`src/rtl/defines.sv`:
```
// Datapath widths shared by the ALU and everything that talks to it.
`ifndef ALU_SCHED_DEFINES_SV
`define ALU_SCHED_DEFINES_SV

`define OP_WIDTH  8
`define CMD_WIDTH 4

`endif

```
`src/rtl/alu_sched_pkg.sv`:
```
// Shared types and constants for the ALU scheduler: FSM states, the latched
// operation record, flag bit positions and the multiply command codes.
`include "defines.sv"

package alu_sched_pkg;

    localparam int OP_WIDTH  = `OP_WIDTH;
    localparam int CMD_WIDTH = `CMD_WIDTH;

    typedef enum logic [1:0] {
        IDLE,
        ISSUE,
        WAIT,
        RESP
    } state_e;

    // Bit positions inside the 6-bit {ERR,OFLOW,COUT,G,L,E} flag vector.
    localparam int FLAG_E     = 0;
    localparam int FLAG_L     = 1;
    localparam int FLAG_G     = 2;
    localparam int FLAG_COUT  = 3;
    localparam int FLAG_OFLOW = 4;
    localparam int FLAG_ERR   = 5;

    // Arithmetic-mode commands that take the long multiply path.
    localparam logic [CMD_WIDTH-1:0] CMD_MUL_INC = CMD_WIDTH'(9);
    localparam logic [CMD_WIDTH-1:0] CMD_MUL_SHL = CMD_WIDTH'(10);

    // One operation as handed to the ALU.
    typedef struct packed {
        logic                 mode;
        logic [CMD_WIDTH-1:0] cmd;
        logic [OP_WIDTH-1:0]  opa;
        logic [OP_WIDTH-1:0]  opb;
        logic                 cin;
    } alu_op_t;

    // True when the operation uses the multiply latency.
    function automatic logic is_mul(input logic mode, input logic [CMD_WIDTH-1:0] cmd);
        return mode && ((cmd == CMD_MUL_INC) || (cmd == CMD_MUL_SHL));
    endfunction

endpackage

```
`src/rtl/alu_rr_arbiter.sv`:
```
// Two-way round-robin arbiter: one-hot grant, priority flips to the other
// requester whenever a grant is accepted.
module alu_rr_arbiter (
    input  logic       clk,
    input  logic       rst_n,
    input  logic [1:0] req_i,
    input  logic       accept_i,
    output logic [1:0] grant_o
);

    // Index of the requester that wins when both are asking.
    logic prio_q;
    logic prio_d;

    // Grant selection and priority update.
    always_comb begin
        // NOTE: every output of a combinational block gets a default first so no path can infer a latch.
        grant_o = 2'b00;
        prio_d  = prio_q;
        unique case (req_i)
            2'b01:   grant_o = 2'b01;
            2'b10:   grant_o = 2'b10;
            2'b11:   grant_o = prio_q ? 2'b10 : 2'b01;
            default: grant_o = 2'b00;
        endcase
        if (accept_i && (grant_o != 2'b00)) begin
            prio_d = ~grant_o[1];
        end
    end

    // Priority register; requester 0 is favoured out of reset.
    always_ff @(posedge clk or negedge rst_n) begin
        // NOTE: state is updated with non-blocking assignments so every flop samples pre-edge values.
        if (!rst_n) begin
            prio_q <= 1'b0;
        end else begin
            prio_q <= prio_d;
        end
    end

endmodule

```
`src/rtl/alu_scheduler.sv`:
```
// Front end for a multi-cycle ALU: arbitrates two requesters, issues one
// operation at a time, waits out the command-dependent latency and returns
// the registered result to the requester that owned the operation.
module alu_scheduler
    import alu_sched_pkg::*;
#(
    parameter int LAT_NORM = 1,
    parameter int LAT_MUL  = 3
) (
    input  logic                    clk,
    input  logic                    RST,
    input  logic [1:0]              req_valid,
    output logic [1:0]              req_ready,
    input  logic [1:0]              req_mode,
    input  logic [2*CMD_WIDTH-1:0]  req_cmd,
    input  logic [2*OP_WIDTH-1:0]   req_opa,
    input  logic [2*OP_WIDTH-1:0]   req_opb,
    input  logic [1:0]              req_cin,
    output logic                    alu_ce,
    output logic [1:0]              alu_inp_valid,
    output logic                    alu_mode,
    output logic [CMD_WIDTH-1:0]    alu_cmd,
    output logic [OP_WIDTH-1:0]     alu_opa,
    output logic [OP_WIDTH-1:0]     alu_opb,
    output logic                    alu_cin,
    input  logic [OP_WIDTH:0]       alu_res,
    input  logic [5:0]              alu_flags,
    output logic [1:0]              rsp_valid,
    output logic [OP_WIDTH:0]       rsp_res,
    output logic [5:0]              rsp_flags
);

    localparam int LAT_MAX = (LAT_MUL > LAT_NORM) ? LAT_MUL : LAT_NORM;
    localparam int CNT_W   = $clog2(LAT_MAX + 1);

    state_e             state_q,     state_d;
    logic [CNT_W-1:0]   cnt_q,       cnt_d;
    logic               gidx_q,      gidx_d;
    alu_op_t            op_q,        op_d;
    logic [OP_WIDTH:0]  rsp_res_q,   rsp_res_d;
    logic [5:0]         rsp_flags_q, rsp_flags_d;

    logic [1:0]         grant;
    logic               accept;
    logic               sel;
    alu_op_t            sel_op;

    alu_rr_arbiter u_arb (
        .clk      (clk),
        .rst_n    (RST),
        .req_i    (req_valid),
        .accept_i (accept),
        .grant_o  (grant)
    );

    // Operation fields of whichever requester the arbiter currently favours.
    assign sel    = grant[1];
    assign sel_op = {req_mode[sel],
                     sel ? req_cmd[2*CMD_WIDTH-1:CMD_WIDTH] : req_cmd[CMD_WIDTH-1:0],
                     sel ? req_opa[2*OP_WIDTH-1:OP_WIDTH]   : req_opa[OP_WIDTH-1:0],
                     sel ? req_opb[2*OP_WIDTH-1:OP_WIDTH]   : req_opb[OP_WIDTH-1:0],
                     req_cin[sel]};

    // Next-state logic and per-state outputs of the issue/wait/respond FSM.
    always_comb begin
        state_d       = state_q;
        cnt_d         = cnt_q;
        gidx_d        = gidx_q;
        op_d          = op_q;
        rsp_res_d     = rsp_res_q;
        rsp_flags_d   = rsp_flags_q;
        req_ready     = 2'b00;
        accept        = 1'b0;
        alu_ce        = 1'b0;
        alu_inp_valid = 2'b00;
        rsp_valid     = 2'b00;
        unique case (state_q)
            IDLE: begin
                // Ready is gated by reset too, so it drops the instant RST falls.
                req_ready = RST ? grant : 2'b00;
                accept    = |(req_valid & req_ready);
                if (accept) begin
                    state_d = ISSUE;
                    gidx_d  = sel;
                    op_d    = sel_op;
                    cnt_d   = is_mul(sel_op.mode, sel_op.cmd) ? CNT_W'(LAT_MUL) : CNT_W'(LAT_NORM);
                end
            end
            ISSUE: begin
                alu_ce        = 1'b1;
                alu_inp_valid = 2'b11;
                state_d       = WAIT;
            end
            WAIT: begin
                alu_ce        = 1'b1;
                alu_inp_valid = 2'b11;
                cnt_d         = cnt_q - CNT_W'(1);
                // The edge that takes the count to zero is exactly LAT edges
                // after the ALU sampled the operation, so capture here.
                if (cnt_q == CNT_W'(1)) begin
                    state_d     = RESP;
                    rsp_res_d   = alu_res;
                    rsp_flags_d = alu_flags;
                end
            end
            RESP: begin
                rsp_valid[gidx_q] = 1'b1;
                state_d           = IDLE;
            end
            default: state_d = IDLE;
        endcase
    end

    // FSM, latency counter, latched operation and captured response.
    always_ff @(posedge clk or negedge RST) begin
        if (!RST) begin
            state_q     <= IDLE;
            cnt_q       <= '0;
            gidx_q      <= 1'b0;
            op_q        <= '0;
            rsp_res_q   <= '0;
            rsp_flags_q <= '0;
        end else begin
            state_q     <= state_d;
            cnt_q       <= cnt_d;
            gidx_q      <= gidx_d;
            op_q        <= op_d;
            rsp_res_q   <= rsp_res_d;
            rsp_flags_q <= rsp_flags_d;
        end
    end

    assign alu_mode  = op_q.mode;
    assign alu_cmd   = op_q.cmd;
    assign alu_opa   = op_q.opa;
    assign alu_opb   = op_q.opb;
    assign alu_cin   = op_q.cin;
    assign rsp_res   = rsp_res_q;
    assign rsp_flags = rsp_flags_q;

endmodule

```
`config.mk`:
```
export PLATFORM = sky130hd
export DESIGN_NAME = alu_scheduler
export DESIGN_NICKNAME = d
export VERILOG_FILES = /design/src/rtl/alu_sched_pkg.sv /design/src/rtl/alu_rr_arbiter.sv /design/src/rtl/alu_scheduler.sv
export VERILOG_INCLUDE_DIRS = /design/src /design/src/rtl
export SDC_FILE = /design/constraint.sdc
export NUM_CORES = 1
export LEC_CHECK = 0
export ABC_AREA = 0
export CORE_UTILIZATION = 40
export CTS_BUF_LIST = sky130_fd_sc_hd__clkbuf_4
export DETAILED_ROUTE_END_ITERATION = 7
export PLACE_DENSITY = 0.89
export SYNTH_ARGS = -nofsm -noshare
export SYNTH_HDL_FRONTEND = slang
export SYNTH_HIERARCHICAL = 1
export SYNTH_SLANG_ARGS = --single-unit
export TNS_END_PERCENT = 1
```
`constraint.sdc`:
```
create_clock -name clk -period 2.15 [get_ports clk]
set_clock_uncertainty 0.2 [all_clocks]
set_input_delay 0.3225 -clock clk [delete_from_list [all_inputs] [get_ports clk]]
set_output_delay 0.3225 -clock clk [all_outputs]
set_load 0.02 [all_outputs]
```
==> results.txt, run 1 <==
For the finished layout, the period the worst path requires is 2070 ps. The mean cell area of the mapped netlist is approximately 12 µm². The worst register-to-register path ends at state_q[1].

The commonest register cell after synthesis is sky130_fd_sc_hd__dfrtp_1. The overall track demand over capacity in global routing is 0.196. In this run the deepest clock path goes through 2 buffers. The total wirelength of the detailed-routed design came out at 5010 µm. The area fraction of the dominant cell type after synthesis came out at 0.527. The half-perimeter wire length after placement came out at 3870 µm. The clock latency on the worst-skew pair came out at about 340 ps. The H-tree level count is 2. Among cell families on the critical path, the largest total delay comes from buffers and inverters. The number of nets in the layout came out at 359. The cell at the root of the clock tree is sky130_fd_sc_hd__clkbuf_4. The count of cells in the finished layout, fillers not included, comes to 360. The clock transition time at the flip-flop clock pins of the worst setup and hold paths came out at 130 ps. The synthesized net count is 242. The area taken by multi-input logic gates is 897 µm². The largest voltage drop on the vdd net is 795 µV. The critical path depth is 5. The number of primary I/O pins is approximately 110. The CTS tree is done. The type of element launching the critical path is an input port. The maximum fanout along the worst path came out at 3. The count of flip-flops with a built-in enable after synthesis came out at 0. The core area came out at a little under 5000 µm². The count of final hold-check violations is 0. In the synthesized netlist, the cells that appear most often are sky130_fd_sc_hd__dfrtp_1 (43), sky130_fd_sc_hd__a21oi_1 (24), sky130_fd_sc_hd__mux2i_1 (22), sky130_fd_sc_hd__nor2_1 (22), sky130_fd_sc_hd__mux2_2 (17).

Data arrives at the worst endpoint at 1550 ps. The remaining antenna violation count is 0. The run finished with clean final reports. The total standard cell area after synthesis came out at roughly 2000 µm².

Once placement completed, the tool counted placed cells totaling 351. The TritonCTS buffer count is 5. The number of antenna repair diodes is 0.

The via density per instance is 4.81. The stage delay of the slowest cell on the critical path came out at between 400 and 500 ps. The number of inserted filler cells in the final layout is 393.

The synthesis-stage register bit count came out at 43. The initial antenna violation count is 0. The total length of routed met3 wires is 471 µm. The clock net sink count is 43.

Following the worst setup path forward leads to its endpoint at req_ready[1]. The number of distinct library cells after synthesis is 32. The worst register-to-register path has a setup slack of 280 ps. The fraction of layout instances using a drive strength above 1 is 0.154. The number of optimization iterations in the first detailed-route pass came out at 4.

The startpoint identified for the worst register-to-register timing path is u_arb/prio_q. Signal routing reaches up to met4. The share of flip-flops with an asynchronous set or reset after synthesis came out at 1.00. The cell count after synthesis came out at 175.

The global-route wire length before repair is 8020 µm. The worst hold path depth came out at 1. The share of the clock period used by the worst path after layout is 0.962. The DRC violation count after routing is 0. The die is 73.5 µm tall. The starting density of the core came out at 0.424. The number of global-route vias before repair came out at 1768. In the post-synthesis netlist, the cell with the most instances is sky130_fd_sc_hd__dfrtp_1. The area of all sequential standard cells is ~1100 µm². The mean routed wirelength per cell is 13.9 µm. The worst path buffer plus inverter count is 3. The amount of wire on met2 after detailed routing came out at 2460 µm. Traced cell by cell, the critical path runs through clkdlybuf4s50_1, buf_4, a21boi_4, and3_1, clkdlybuf4s15_1. The worst-case headroom to the max-slew limit came out at 0.634. The min-delay analysis places its worst path in the category flip-flop to flip-flop. For this design the static power due to leakage is around 1.4 nW.

The slew at the pin closest to its max-slew limit is 549 ps. For this run, the register share of the synthesized area comes to 0.527. For the worst setup path, the data required time is ~1600 ps.

The count of maximum capacitance violations is 0. The slowest stage cell on the critical path is sky130_fd_sc_hd__clkdlybuf4s50_1. The number of cell instances on the worst register-to-register path is 7. The sum of routed wire segments on met1 came out at 2040 µm. For this block, the initial DRC count from the detailed router was 70. Tracing the worst setup path back leads to its startpoint at req_valid[0]. Hold timing on the final database bottoms out at a slack of approximately 320 ps. The maximum clock rate came out at 483 MHz. The Yosys warning count came out at 6.

STA classifies the critical path endpoint as an output port. OpenSTA, run right after detailed placement, puts the worst setup slack at -276 ps. The via count came out at 1732. The largest net degree at the start of global routing came out at 44. The layout overhead on the synthesized area came out at 61.6%.

In this run the power density over the cells is 1330 nW/µm². The cell taking the most area after synthesis is sky130_fd_sc_hd__dfrtp_1. Buffers placed on the I/O ports in this run total 106. The die covers 5400 µm². Yosys attributes the largest share of cell area to sky130_fd_sc_hd__dfrtp_1 (53%), sky130_fd_sc_hd__mux2i_1 (11%), sky130_fd_sc_hd__mux2_2 (9.4%). The final setup violation count came out at 0. The number of max-slew violations in the final report was 0. Setup repair after global routing left no endpoint under its margin. The congestion estimate from routability-driven global placement came to 0.712. From left edge to right edge, the die measures 73.5 µm.

The category of the most critical setup path is input port to output port. The setup slack after layout came out at 81.7 ps. The remaining global-route overflow came out at 0. The placement row count is 25.
## what timing repair did
action	CTS	global route
buffers inserted	0	0
pin swaps	0	0
gates resized for setup	8	3
hold buffers	1	0
setup endpoints to repair	7	2
endpoints found under the hold margin	43	0
## stage by stage
stage                     utilization  instance area (µm²)  total power, mW  setup TNS, ps
after detailed placement        0.674                 3250             4.08          -3470
after global routing            0.685                 3300             4.69              0
final                           0.685                 3300             4.39              0
after CTS                       0.686                 3300             4.44              0
after global placement          0.674                 3250             3.99          -1070
after floorplan                     -                 2040             2.89              0
## metal layers
| layer | global-route usage | vias to the layer above |
|---|---|---|
| met5 | 0 | - |
| met4 | 0.0491 | 0 |
| met3 | 0.0768 | 5 |
| met2 | 0.329 | 71 |
| met1 | 0.236 | 814 |
| li1 | - | 842 |
## power breakdown
part,switching [mW],total (mW),internal [mW]
Combinational,1.23,2.53,1.31
Sequential,0.236,1.46,1.22
Clock,0.262,0.401,0.139
## how the worst min path moves through the flow
stage / from / endpoint / slack, ps
after global placement: rsp_res[1] / rsp_res[1] / 290
after floorplan: RST / alu_cin / -170
after CTS: rsp_flags[0] / rsp_flags[0] / 330
after detailed placement: rsp_flags[0] / rsp_flags[0] / 300
after global routing: rsp_flags[0] / rsp_flags[0] / 340
final: rsp_flags[0] / rsp_flags[0] / 320
## cells in the final DEF, fill, tap and decap left out, drive strengths merged
cell type | Yosys | final
clkdlybuf4s15 | 0 | 1
clkdlybuf4s50 | 0 | 98
a21boi | 2 | 2
dfrtp | 43 | 43
nand4 | 1 | 1
a211o | 1 | 1
dlygate4sd2 | 0 | 5
xnor2 | 1 | 1
nand2b | 1 | 1
clkinvlp | 0 | 1
o22ai | 1 | 1
buf | 11 | 15
clkbuf | 0 | 7
nand3b | 1 | 1
inv | 4 | 4
nor2 | 23 | 23
a311o | 1 | 1
clkinv | 0 | 1
nor3b | 1 | 1
and3 | 2 | 2
mux2i | 22 | 22
a22oi | 1 | 1
mux2 | 17 | 17
nand4b | 1 | 1
and2 | 1 | 1
a21oi | 24 | 24
o22a | 1 | 1
nor2b | 3 | 3
o21a | 1 | 1
a211oi | 1 | 1
nand2 | 3 | 3
dlygate4sd3 | 0 | 1
xor2 | 2 | 2
a31oi | 1 | 1
ha | 4 | 4
## registers in the layout, summed over array words and instances, names as in the netlist
register and flops:
alu_opb 8, rsp_flags 6, alu_cmd 4, u_arb/prio_q 1, alu_mode 1, gidx_q 1
rsp_res 9, alu_cin 1, state_q 2, alu_opa 8, cnt_q 2
## cell type report
class | instances | area share
flip-flops and latches | 43 | 0.326
clock buffers | 6 | 0.0136
inverters | 4 | 0.00455
well taps | 67 | 0.0254
clock inverters | 2 | 0.00379
multi-input cells | 117 | 0.272
repair buffers | 121 | 0.355
## logic make-up after synthesis
kind of cell    count (synthesis)  synth area share
xor+xnor                        3            0.0129
fa+ha+maj                       4            0.0245
buf+inv                        15            0.0398
simple gates                   37            0.0912
flops                          43             0.527
mux                            39             0.201
compound gates                 34             0.104
No activity file was read; power rests on OpenSTA's default activity.
==> inputs of run 2 (changes only) <==
- RECOVER_POWER: not set -> 25
- SLEW_MARGIN: not set -> 20
==> results.txt, run 2 (same netlist as run 1, synthesis figures left out) <==
The half-perimeter wire length after placement came out at 3870 µm (unchanged). The share of the clock period used by the worst path after layout is 0.962 (about the same). The maximum clock rate came to 484 MHz (was 483 MHz). The cell area after layout came out at 3300 µm² (about the same). The number of primary I/O pins came out at 107 (unchanged). The via count is 1731 (was 1732). The initial antenna violation count was 0 (unchanged). The cell-internal power is 2.67 mW (about the same).

The worst-case headroom to the max-slew limit is 0.278 (was 0.634). The family with the most delay on the worst path is buffers and inverters (unchanged). The required time of the worst setup path came to 1630 ps (about the same). The placement row count came out at 25 (unchanged). The y dimension of the die is 73.5 µm (unchanged). Setup repair after global routing missed its margin: no (unchanged). The number of nets in the layout is 359 (unchanged). The number of max-slew violations in the final report is 0 (unchanged).

The leakage dissipation came to 1.42 nW (about the same). The largest net degree at the start of global routing is 44 (unchanged). The overall track demand over capacity in global routing is 0.196 (unchanged). The placer's final routability congestion estimate came out at 0.712 (unchanged). The mean routed wirelength per cell came out at 13.9 µm (about the same). The total wirelength of the detailed-routed design was 5010 µm (about the same).

The quantity of I/O buffers inserted on ports came to 106 (unchanged). The sequential share of power is 0.332 (about the same). The final setup violation count is 0 (unchanged). The maximum fanout along the worst path is 3 (unchanged).

The final core utilization came out at 0.685 (about the same). The remaining global-route overflow is 0 (unchanged). The critical path endpoint category is an output port (unchanged).

The part of the power in combinational logic is 0.577 (about the same). The worst path buffer plus inverter count came out at 3 (unchanged). The setup slack after layout came out at 81.9 ps (was 81.7 ps). The number of optimization iterations in the first detailed-route pass is 4 (unchanged). The clock latency on the worst-skew pair is 340 ps (about the same). The clock network power share is 0.091 (about the same).

The flip-flop count of the largest register after layout came to 9 (unchanged). The final critical delay including setup and external delays came to 2070 ps (about the same). The layout overhead on the synthesized area was 61.5% (was 61.6%). The most common library cell in the layout ignoring fill and taps is sky130_fd_sc_hd__clkdlybuf4s50_1 (unchanged).

The clock transition time at the flip-flop clock pins of the worst setup and hold paths is 130 ps (about the same). The count of final hold-check violations is 0 (unchanged). The data arrival time at the worst-slack endpoint is 1550 ps (about the same). The count of maximum capacitance violations is 0 (unchanged). The number of cells after detailed placement is 351 (unchanged). The cell at the root of the clock tree is sky130_fd_sc_hd__clkbuf_4 (unchanged). The die extent in x is 73.5 µm (unchanged). The number of global-route vias before repair came out at 1768 (unchanged). The CTS tree is done (unchanged). The number of antenna repair diodes is 0 (unchanged).

The worst setup timing slack at the placement stage came to -276 ps (unchanged). The via density per instance came out at 4.81 (about the same). The global-route wire length before repair is 8020 µm (unchanged).

The clock net sink count came out at 43 (unchanged). The number of standard cells in the final layout excluding fillers is 360 (unchanged). The switching part of the total is 0.393 (about the same). The stage delay of the slowest cell on the critical path came to 450 ps (about the same). The H-tree level count came to 2 (unchanged).

The class of the most critical hold timing path was flip-flop to flip-flop (unchanged). The instance area at placement came to 3250 µm² (unchanged). The largest voltage drop on the vdd net is 795 µV (about the same). CP cell instances: clkdlybuf4s50_1, buf_4, a21boi_4, and3_1, clkdlybuf4s15_1 (unchanged).

The power per unit of standard cell area was 1330 nW/µm² (about the same). The slowest stage cell on the critical path is sky130_fd_sc_hd__clkdlybuf4s50_1 (unchanged). The slew at the pin closest to its max-slew limit came to 1080 ps (was 549 ps).

The maximum clock insertion buffer count came out at 2 (unchanged). The type of element launching the critical path is an input port (unchanged). The category of the most critical setup path is input port to output port (unchanged). The net switching power figure came out at 1.72 mW (about the same).

The remaining antenna violation count came to 0 (unchanged). The starting density of the core was 0.424 (unchanged). The violation count after the first detailed-routing iteration was 70 (unchanged).

The TritonCTS buffer count was 5 (unchanged). Most frequent cells in the layout: sky130_fd_sc_hd__clkdlybuf4s50_1 (98), sky130_fd_sc_hd__dfrtp_1 (43), sky130_fd_sc_hd__a21oi_1 (24), sky130_fd_sc_hd__mux2i_1 (22), sky130_fd_sc_hd__nor2_1 (22) (unchanged). The fraction of layout instances using a drive strength above 1 came out at 0.154 (unchanged). The die area is 5400 µm² (unchanged). The core area is 4820 µm² (unchanged). The DRC violation count after routing came out at 0 (unchanged). Outcome: completed (unchanged).
==> run 2: changes by cell type in the layout (fill, tap and decap cells not counted) <==
cell,before,now
sky130_fd_sc_hd__clkbuf_2,1,2
sky130_fd_sc_hd__buf_4,13,12
==> run 2: worst paths after layout <==
path | endpoint | cells after the start | from | slack [ps]
worst min register to register | rsp_flags[0] | 1 | rsp_flags[0] | 320
worst min-delay path | rsp_flags[0] | 1 | rsp_flags[0] | 320
worst max-delay path | req_ready[1] | 5 | req_valid[0] | 80
min in group asynchronous | alu_cmd[2] | 3 | RST | 720
worst max register to register | state_q[1] | 7 | u_arb/prio_q | 280
max in group asynchronous | alu_opa[4] | 3 | RST | 370
==> run 2: worst reg2reg max path: cells and delay by family (launching register included) <==
kind            cells  cell delay (ps)
mux                 1              350
flops               1              420
simple gates        1              150
buf+inv             2              260
compound gates      3              410
==> run 2: through the flow <==
step	TNS [ps]	hold slack, ps	total power, mW
floorplan	0	-173	2.89
global placement	-1070	287	3.99
detailed placement	-3470	297	4.08
CTS	0	327	4.44
global route	0	337	4.69
finish	0	324	4.39
==> run 2: power groups by stage <==
stage / sequential (mW) / clock, mW / combinational, mW
global placement: 1.45 / 0 / 2.55
CTS: 1.46 / 0.415 / 2.57
global route: 1.51 / 0.443 / 2.74
finish: 1.46 / 0.401 / 2.53
floorplan: 1.88 / 0 / 1.01
detailed placement: 1.47 / 0 / 2.61
==> run 2: layer usage <==
metal / global-route usage / wire [µm] / up-vias
li1: - / - / 842
met1: 0.236 / 2040 / 813
met2: 0.329 / 2460 / 71
met3: 0.0768 / 471 / 5
met4: 0.0491 / 42 / 0
met5: 0 / 0 / -
==> run 2: timing repair <==
action	in CTS	in global routing
hold buffers	1	0
hold endpoints to repair	43	0
setup endpoints to repair	7	2
gates resized for setup	8	3
setup buffers	0	0
==> run 2: area by class of cell <==
type	instances	area (µm²)
Tap cell	67	83.8
Timing Repair Buffer	121	1170
Fill cell	392	1520
Clock inverter	2	12.5
Clock buffer	6	45.0
Sequential cell	43	1080
Inverter	4	15.0
Multi-Input combinational cell	117	897
